### src/rtl/ysyx_24070016_exu_pkg.sv
// Shared definitions for the EXU issue/sequencing controller: default widths,
// timeout length and the controller state encoding.
package ysyx_24070016_exu_pkg;

  localparam int XLEN    = 32;
  localparam int RD_W    = 5;
  localparam int TMO_CYC = 64;

  typedef enum logic [2:0] {
    S_IDLE  = 3'd0,
    S_EXEC  = 3'd1,
    S_MULTI = 3'd2,
    S_WB    = 3'd3,
    S_HALT  = 3'd4
  } state_e;

endpackage

### src/rtl/ysyx_24070016_exu_tmo_cnt.sv
// Watchdog counter for the iterative unit: cleared when a multi op is accepted,
// counts every MULTI cycle and flags expiry once it holds TMO_CYC.
module ysyx_24070016_exu_tmo_cnt #(
  parameter int TMO_CYC = 64,
  parameter int CW      = $clog2(TMO_CYC + 1)
) (
  input  logic          clk,
  input  logic          rst_n,
  input  logic          i_clr,
  input  logic          i_en,
  output logic [CW-1:0] o_cnt,
  output logic          o_expired
);

  logic [CW-1:0] r_cnt;
  logic          w_expired;

  assign w_expired = (r_cnt == CW'(TMO_CYC));

  // Saturates at TMO_CYC so a stuck enable can never wrap back to zero.
  always_ff @(posedge clk or negedge rst_n) begin
    if (!rst_n)                   r_cnt <= '0;
    else if (i_clr)               r_cnt <= '0;
    else if (i_en && !w_expired)  r_cnt <= r_cnt + CW'(1);
  end

  assign o_cnt     = r_cnt;
  assign o_expired = w_expired;

endmodule

### src/rtl/ysyx_24070016_exu_seq.sv
// EXU issue/sequencing controller: accepts one decoded op, drives ALU operands,
// runs single-cycle or iterative execution, holds the result for WBU, halts on ebreak/timeout.
module ysyx_24070016_exu_seq #(
  parameter int XLEN    = ysyx_24070016_exu_pkg::XLEN,
  parameter int RD_W    = ysyx_24070016_exu_pkg::RD_W,
  parameter int TMO_CYC = ysyx_24070016_exu_pkg::TMO_CYC
) (
  input  logic            clk,
  input  logic            rst_n,
  input  logic            in_valid,
  output logic            in_ready,
  input  logic [XLEN-1:0] in_src1,
  input  logic [XLEN-1:0] in_src2,
  input  logic [XLEN-1:0] in_imm,
  input  logic            in_sel_imm,
  input  logic            in_multi,
  input  logic            in_ebreak,
  input  logic [RD_W-1:0] in_rd,
  input  logic            in_wen,
  output logic [XLEN-1:0] alu_src1,
  output logic [XLEN-1:0] alu_src2,
  input  logic [XLEN-1:0] alu_result,
  output logic            mc_start,
  input  logic            mc_done,
  input  logic [XLEN-1:0] mc_result,
  output logic            out_valid,
  input  logic            out_ready,
  output logic [XLEN-1:0] out_result,
  output logic [RD_W-1:0] out_rd,
  output logic            out_wen,
  output logic            halt,
  output logic            halt_err
);
  import ysyx_24070016_exu_pkg::*;

  localparam int CW = $clog2(TMO_CYC + 1);

  state_e          r_state, w_state_nxt;
  logic [XLEN-1:0] r_src1, r_src2, r_result;
  logic [RD_W-1:0] r_rd;
  logic            r_wen, r_halt_err;
  logic            w_acc, w_tmo_err, w_expired;
  logic [CW-1:0]   w_cnt;

  assign w_acc     = in_valid && (r_state == S_IDLE);
  assign w_tmo_err = (r_state == S_MULTI) && !mc_done && w_expired;

  ysyx_24070016_exu_tmo_cnt #(.TMO_CYC(TMO_CYC), .CW(CW)) u_tmo (
    .clk       (clk),
    .rst_n     (rst_n),
    .i_clr     (w_acc),
    .i_en      (r_state == S_MULTI),
    .o_cnt     (w_cnt),
    .o_expired (w_expired)
  );

  always_ff @(posedge clk or negedge rst_n) begin
    if (!rst_n) r_state <= S_IDLE;
    else        r_state <= w_state_nxt;
  end

  // mc_done wins over expiry when both land in the same cycle.
  always_comb begin
    w_state_nxt = r_state;
    case (r_state)
      S_IDLE:  if (w_acc) w_state_nxt = in_ebreak ? S_HALT : (in_multi ? S_MULTI : S_EXEC);
      S_EXEC:  w_state_nxt = S_WB;
      S_MULTI: if (mc_done) w_state_nxt = S_WB;
               else if (w_expired) w_state_nxt = S_HALT;
      S_WB:    if (out_ready) w_state_nxt = S_IDLE;
      S_HALT:  w_state_nxt = S_HALT;
      default: w_state_nxt = S_IDLE;
    endcase
  end

  // ebreak never writes back, so its wen is dropped at accept.
  always_ff @(posedge clk or negedge rst_n) begin
    if (!rst_n) begin
      r_src1 <= '0;
      r_src2 <= '0;
      r_rd   <= '0;
      r_wen  <= 1'b0;
    end else if (w_acc) begin
      r_src1 <= in_src1;
      r_src2 <= in_sel_imm ? in_imm : in_src2;
      r_rd   <= in_rd;
      r_wen  <= in_wen && !in_ebreak;
    end
  end

  always_ff @(posedge clk or negedge rst_n) begin
    if (!rst_n)                             r_result <= '0;
    else if (r_state == S_EXEC)             r_result <= alu_result;
    else if (r_state == S_MULTI && mc_done) r_result <= mc_result;
  end

  always_ff @(posedge clk or negedge rst_n) begin
    if (!rst_n)         r_halt_err <= 1'b0;
    else if (w_tmo_err) r_halt_err <= 1'b1;
  end

  assign in_ready   = (r_state == S_IDLE);
  assign alu_src1   = r_src1;
  assign alu_src2   = r_src2;
  assign mc_start   = (r_state == S_MULTI) && (w_cnt == '0);
  assign out_valid  = (r_state == S_WB);
  assign out_result = r_result;
  assign out_rd     = r_rd;
  assign out_wen    = r_wen;
  assign halt       = (r_state == S_HALT);
  assign halt_err   = r_halt_err;

endmodule
### config.mk
export PLATFORM = sky130hd
export DESIGN_NAME = ysyx_24070016_exu_seq
export DESIGN_NICKNAME = d
export VERILOG_FILES = /design/src/rtl/ysyx_24070016_exu_pkg.sv /design/src/rtl/ysyx_24070016_exu_tmo_cnt.sv /design/src/rtl/ysyx_24070016_exu_seq.sv
export SDC_FILE = /design/constraint.sdc
export NUM_CORES = 1
export LEC_CHECK = 0
export ABC_CLOCK_PERIOD_IN_PS = 1850
export CAP_MARGIN = 20
export CORE_AREA = 4 4 126 128
export CTS_CLUSTER_SIZE = 24
export DETAILED_ROUTE_END_ITERATION = 16
export DIE_AREA = 0 0 130 132
export PLACE_DENSITY = 0.77
export SETUP_SLACK_MARGIN = 0.02
export SLEW_MARGIN = 20
export SYNTH_ARGS = -nofsm -noshare
export SYNTH_HDL_FRONTEND = slang
export SYNTH_SLANG_ARGS = --single-unit
### constraint.sdc
create_clock -name clk -period 1.85 [get_ports clk]
set_clock_uncertainty 0.05 [all_clocks]
set_input_delay 0.185 -clock clk [delete_from_list [all_inputs] [get_ports clk]]
set_output_delay 0.185 -clock clk [all_outputs]
set_load 0.1 [all_outputs]
* After elaboration in Yosys (flattened, before gate mapping)
Cells that the tools add are included.
** Storage, ports and cells
- Bits in registers :: 113
- Input bits :: 174
- Output and inout port bits :: 107
- Word-level logic and storage cells :: 44
** Cells by class
- $add $sub $neg :: 1
- Eq/ne operators :: 8
- Multiplexer cells :: 12
- Reduce and logical (&&, ||, !) cells :: 15
** Operators by type and width (count)
- $mux 32 :: 3
- $mux 3 :: 5
- $pmux 3 s5 :: 1
- $mux 7 :: 2
- $add 7x1->7 const B :: 1
- $eq 7x7->1 const B :: 1
- $logic_and 1x1->1 :: 7
- $logic_not 7->1 :: 1
- $eq 3x2->1 const B :: 2
- $ne 2x1->1 const B :: 2
- $reduce_bool 2->1 :: 2
- $eq 3x1->1 const B :: 1
- $eq 3x3->1 const B :: 1
- $logic_not 1->1 :: 3
- $logic_not 3->1 :: 1
- $ne 3x3->1 const B :: 1
- $reduce_and 3->1 :: 1
- $mux 2 :: 1

* Logic depth before layout (Yosys ltp)
Gate-level depths: netlist of run 1.
- Depth after elaboration :: 5
- Mapped depth :: 6
- Gate-level depth less buffers :: 5

* Modules after synthesis
From an unflattened synthesis of run 1, not the netlist that was laid out.
** Unflattened totals
- Cells, all modules :: 446
- Area, all modules :: 5296.3 um^2
** Modules (own cells, without submodules)
- ysyx_24070016_exu_seq :: times used 1, cells each 400, area an instance 4858.4 um^2, sequential area each 2652.5 um^2
- ysyx_24070016_exu_tmo_cnt :: times used 1, cells each 46, area an instance 437.9 um^2, sequential area each 175.2 um^2

* Worst setup path after synthesis of run 1
Ideal clock, no wire load.
- Kind :: reg-to-output
- From :: register u_tmo.r_cnt[0] (netlist: u_tmo.o_cnt[0])
- To :: output port mc_start
- Arrival :: 3.906 ns
- Data required time :: 1.615 ns
- Slack :: -2.291 ns
- Stages on the path, launching flop included :: 5
- Path buffers :: 0
- Path through :: dfrtp_1 > inv_1 > ha_1 > or4b_4 > nor4_1
** Between the ends
- Cells in the longest elaborated chain, start to end :: 2
** RTL lines
- start: declaration :: RTL line ysyx_24070016_exu_tmo_cnt.sv:15 : logic [CW-1:0] r_cnt;
- start signal: assignment :: RTL line ysyx_24070016_exu_tmo_cnt.sv:24 : else if (i_en && !w_expired) r_cnt <= r_cnt + CW'(1);
- $logic_not 7->1 :: RTL line ysyx_24070016_exu_seq.sv:105 : assign mc_start = (r_state == S_MULTI) && (w_cnt == '0);
- $logic_and 1x1->1 :: RTL line ysyx_24070016_exu_seq.sv:105
- end: declaration :: RTL line ysyx_24070016_exu_seq.sv:23 : output logic mc_start,
Every way passes these cells.

* Worst setup path in the final report of run 1
- From :: register u_tmo.r_cnt[1] (netlist: u_tmo.o_cnt[1])
- To :: output port mc_start
The elaborated chain is that of the path after synthesis.

==> results.ini, run 1 <==
[run_status]
status=finished with violations
violations=negative setup slack

[global_routing]
grt_pass1_vias=4656
grt_max_degree=66
grt_pass1_wl_um=22800
globalRouteTotalUtil_pct=16.8
grt_remaining_overflow=0
antenna_found_initial=0

[logic_synthesis]
yosys_register_bits=113
netlist_area_um2=5110
synth_fp_nets=652
synth_common_cells=nand2_1 (149), dfrtp_1 (113), mux2_2 (64), mux2i_1 (34), o21ai_0 (34)
synth_area_per_cell_um2=10.7
synth.area.top_cells=dfrtp_1 (55%), mux2_2 (14%), nand2_1 (11%), mux2i_1 (6.7%), o21ai_0 (3.3%)
ys.flop_type=dfrtp_1
synth_top_area_cell=dfrtp_1
async_reset_ff_share_pct=100
ys_seq_area_share_pct=55.4
syn_inst=476
synthDistinctLibCells=36
synth_enable_flop_cells=0
yosysMostFrequentCell=nand2_1
yosys_warnings=0
synth_top_area_share_pct=55.4

[setup_path]
path_delay_family=simple AND/OR/NAND/NOR gates
path_max_fanout=3
critPathBufInv=2
rr_worst_depth=6
critical_path_class=register to output port
r2r_start=u_tmo.o_cnt[1]
crit_required_ns=1.62
reg2reg_to=r_state[2]
crit_path_max_incr_delay_ns=0.48
critical_path_depth=5
cp.arrival_ns=1.92
critPathCaptureType=output port
rrSetupSlack_ns=-0.16
cp_cell_sequence=inv_2, ha_4, or4b_4, nor4_4, buf_12
crit_path_start_kind=register
slowest_stage=or4b_4

[cts]
insertion_delay_ns=0.40
cts_tree=built
cts_buffer_depth=2
cts_buffers=17
htree_num_levels=4
clockRootBuffer=clkbuf_16
cts.clk_slew.worst_paths_ns=0.05
cts_sinks=113

[die]
die_h_um=132
io_pins=281
coreArea_um2=14900
start_util_pct=34.4
fp.dieW_um=130
die_area_um2=17200
std_cell_rows=45

[route]
vias=4565
drt-vias-per-instance=4.65
wl_um=15900
drcViolationCount=0
wl_met3_um=1180
top_layer=met4
first_pass_iters=5
wl_per_cell_um=16.2
wl_met1_um=6350
drtAntennaViolNets=0
wl_met2_um=8170
drt_iter0_markers=277

[sta]
hold_viol=0
fin_setup_tns_ns=-0.463
slew_viol_final=0
slew_headroom_pct=64.1
worst_slack_ns=-0.302
holdWs_ns=0.257
period_share_pct=116
setup_viol_count_final=2
max_freq_ghz=0.465
rsz0062_at_grt=yes
period_minus_slack_ns=2.15
tightest_slew_ns=0.539

[min_path]
min_path_type=primary input to asynchronous set/reset pin

[cells_and_area]
layout.nets=957
layout-drive-gt1-share_pct=33.1
area_growth_pct=75.5
diodes=0
stdcell_count=982

[placement]
placed_cells=937
gp_congestion=0.786
pre_cts_slack_ns=-0.0540
dpl.hpwl_um=11600
port-buffer-count=280

[run]
maxCapViolCount=0

[kinds of logic after synthesis]
| logic type | share of synthesized area (%) |
|---|---|
| buffers and inverters | 2.74 |
| AND/OR/NAND/NOR | 15.1 |
| adder cells (fa/ha/maj) | 0.490 |
| flip-flops | 55.4 |
| AO/OA/AOI/OAI | 5.34 |
| multiplexers | 21.0 |
[registers in the layout, summed over array words and instances, names as in the netlist]
name and flops:
r_state 3, u_tmo.o_cnt 7, out_wen 1, out_rd 5, out_result 32, halt_err 1, alu_src1 32, alu_src2 32
[worst max-delay path by stage]
stage          slack, ns        endpoint           start
2_1_floorplan      -0.46        mc_start  u_tmo.o_cnt[0]
3_3_place_gp        0.02      r_state[2]  u_tmo.o_cnt[1]
3_5_place_dp       -0.05  u_tmo.o_cnt[1]  u_tmo.o_cnt[1]
4_1_cts            -0.33        mc_start  u_tmo.o_cnt[0]
5_1_grt            -0.37        mc_start  u_tmo.o_cnt[1]
6_report           -0.30        mc_start  u_tmo.o_cnt[1]
[per-layer routing]
layer | up-vias | track usage (%)
met5 | - | 0
met3 | 20 | 5.51
met2 | 188 | 30.0
met4 | 0 | 5.72
met1 | 2124 | 18.7
li1 | 2233 | -
[cell type report]
class / count / area [µm²]
fillers: 1214 / 5900
repair buffers: 315 / 3050
flip-flops and latches: 113 / 2830
multi-input cells: 330 / 2280
clock buffers: 22 / 474
well taps: 188 / 235
clock inverters: 10 / 85.1
inverters: 4 / 15.0
[what timing repair did]
action | 4_1_cts | 5_1_grt
hold endpoints to repair | 39 | 0
hold buffers | 1 | 0
endpoints found under the setup margin | 5 | 64
cloned | 0 | 9
gates resized for setup | 11 | 25
pin swaps | 1 | 3
setup buffers | 3 | 1
[per-stage QoR]
| stage | utilization [%] | cell area, µm² |
|---|---|---|
| global placement | 54.7 | 8130 |
| CTS | 58.9 | 8760 |
| global route | 60.3 | 8960 |
| floorplan | - | 5150 |
| finish | 60.3 | 8960 |
| detailed placement | 54.7 | 8130 |
[cells in the final DEF, fill, tap and decap left out, drive strengths merged, types with 4 or more instances in the layout]
| cell | instances |
|---|---|
| a21oi | 5 |
| buf | 138 |
| clkbuf | 27 |
| clkdlybuf4s50 | 171 |
| clkinv | 5 |
| clkinvlp | 4 |
| dfrtp | 113 |
| inv | 4 |
| mux2 | 65 |
| mux2i | 34 |
| nand2 | 149 |
| nand3 | 4 |
| o21ai | 34 |
Power of run 1 is not shown: default switching activity piles up to over one toggle a cycle in this logic, so the estimate is an artifact.
==> inputs of run 2 (changes only) <==
Settings changed: CAP_MARGIN 20 to unset.
==> results of run 2 <==
Final layout, timing and power as in run 1 (identical DEF).
Power of run 2 is left out for the same reason.
==> inputs of run 3 (changes only) <==
Settings changed: CORE_AREA 4 4 126 128 to 4 4 136 138, DIE_AREA 0 0 130 132 to 0 0 140 142, PLACE_DENSITY 0.77 to 0.67, SLEW_MARGIN 20 to 10.
==> results.ini, run 3 (same netlist as run 1, synthesis figures left out) <==
[run_status]
status=finished with violations  ; unchanged
violations=negative setup slack  ; unchanged

[setup_path]
critical_path_depth=5  ; unchanged
path_max_fanout=2  ; was 3
slowest_stage=or4b_4  ; unchanged
rrSetupSlack_ns=-0.20  ; was -0.16 ns
cp.arrival_ns=1.88  ; was 1.92 ns
reg2reg_to=r_state[2]  ; unchanged
crit_required_ns=1.62  ; about the same
critPathBufInv=2  ; unchanged
rr_worst_depth=7  ; was 6
cp-endpoint=mc_start  ; unchanged
critical_path_class=register to output port  ; unchanged
r2r_start=u_tmo.o_cnt[1]  ; unchanged
crit_path_start_kind=register  ; unchanged
critPathCaptureType=output port  ; unchanged
crit_path_max_incr_delay_ns=0.48  ; about the same
cp_cell_sequence=inv_2, ha_1, or4b_4, nor4_4, buf_12  ; was inv_2, ha_4, or4b_4, nor4_4, buf_12
crit_start=u_tmo.o_cnt[1]  ; unchanged
path_delay_family=simple AND/OR/NAND/NOR gates  ; unchanged

[cells_and_area]
layout.nets=967  ; was 957
area_growth_pct=83.1  ; was 75.5%
diodes=0  ; unchanged
layout-drive-gt1-share_pct=34.3  ; was 33.1%
seq_area_um2=2830  ; unchanged
final_common_cell=clkdlybuf4s50_1  ; unchanged
layout_common_cells=clkdlybuf4s50_1 (171), nand2_1 (140), buf_4 (123)  ; was clkdlybuf4s50_1 (171), nand2_1 (147), buf_4 (120)
fillers=1462  ; was 1214
multi_input_area_um2=2370  ; was 2280 µm²

[global_routing]
antenna_found_initial=0  ; unchanged
globalRouteTotalUtil_pct=15.1  ; was 16.8%
grt_remaining_overflow=0  ; unchanged
grt_pass1_vias=4849  ; was 4656
grt_max_degree=114  ; was 66
grt_pass1_wl_um=24100  ; was 22800 µm

[route]
drt-vias-per-instance=4.60  ; was 4.65
drt_iter0_markers=161  ; was 277
wl_per_cell_um=17.2  ; was 16.2 µm
wl_um=17600  ; was 15900 µm
vias=4715  ; was 4565
first_pass_iters=4  ; was 5
drtAntennaViolNets=0  ; unchanged
drcViolationCount=0  ; unchanged

[min_path]
min_path_type=primary input to register  ; was primary input to asynchronous set/reset pin

[sta]
tightest_slew_ns=0.635  ; was 0.539 ns
worst_slack_ns=-0.263  ; was -0.302 ns
slew_viol_final=0  ; unchanged
max_freq_ghz=0.473  ; was 0.465 GHz
period_minus_slack_ns=2.11  ; was 2.15 ns
fin_setup_tns_ns=-1.43  ; was -0.463 ns
period_share_pct=114  ; was 116%
setup_viol_count_final=27  ; was 2
rsz0062_at_grt=yes  ; unchanged
slew_headroom_pct=57.7  ; was 64.1%
hold_viol=0  ; unchanged

[placement]
port-buffer-count=280  ; unchanged
dpl.hpwl_um=11900  ; was 11600 µm
gp_congestion=0.822  ; was 0.786

[die]
std_cell_rows=48  ; was 45
die_h_um=142  ; was 132 µm
die_area_um2=19900  ; was 17200 µm²
start_util_pct=29.7  ; was 34.4%
fp.dieW_um=140  ; was 130 µm
io_pins=281  ; unchanged
coreArea_um2=17200  ; was 14900 µm²

[cts]
clockRootBuffer=clkbuf_16  ; unchanged
cts_buffers=17  ; unchanged
cts_sinks=113  ; unchanged
cts_tree=built  ; unchanged
cts_buffer_depth=2  ; unchanged
insertion_delay_ns=0.40  ; about the same
htree_num_levels=4  ; unchanged
cts.clk_slew.worst_paths_ns=0.05  ; about the same

[run]
maxCapViolCount=0  ; unchanged

run 3: changes by cell type in the layout (fill, tap and decap cells not counted), moves of 5 or more:
cell      delta
mux2_4      +24
clkinv_2     -5
mux2_2      -25
nand2_1      -7
nand2_2      +7
run 3: layout make-up:
type	count	share of cell area [%]
inverter	4	0.161
timing repair buffer	325	34.3
clock buffer	25	5.62
multi-input combinational	330	25.3
tap	225	3.01
clock inverter	4	1.28
sequential	113	30.3
run 3: what timing repair did:
item / CTS / global route
resized for setup: 3 / 70
hold buffers: 1 / 0
gates cloned: 0 / 13
buffers inserted: 4 / 6
pin swaps: 1 / 9
setup endpoints to repair: 3 / 34
hold endpoints to repair: 113 / 0
run 3: layer usage:
layer	part of all wire, %	up-vias	track usage [%]
met2	52	187	26.9
met3	6.2	33	4.97
met4	2.5	0	5.56
li1	-	2247	-
met5	0	-	0
met1	40	2248	16.9
run 3: tightest hold or removal path: stages:
cell,delay [ns]
clkdlybuf4s50_1,0.39
nand2_1,0.05
nand2_1,0.04
run 3: worst min path at each step:
stage                     from            to  slack [ns]  cells past startpoint
CTS                 in_src1[8]   alu_src1[8]        0.24                      3
global placement         rst_n  alu_src2[20]        0.26                      2
floorplan                rst_n   alu_src1[0]       -0.16                      0
finish              in_src1[3]   alu_src1[3]        0.26                      3
detailed placement       rst_n  alu_src2[10]        0.27                      2
global route        in_src1[3]   alu_src1[3]        0.26                      3
run 3: metrics by stage:
step / hold WS [ns] / cell area, µm² / worst slack (ns) / util [%] / instances
after floorplan: -0.161 / 5150 / -0.461 / - / 476
after global placement: 0.259 / 8160 / 0.0464 / 47.5 / 974
after detailed placement: 0.275 / 8160 / 0.0116 / 47.5 / 974
after CTS: 0.240 / 8850 / -0.291 / 51.5 / 1008
after global routing: 0.257 / 9350 / -0.340 / 54.5 / 1026
final: 0.260 / 9350 / -0.263 / 54.5 / 1026
Power of run 3 is left out for the same reason.
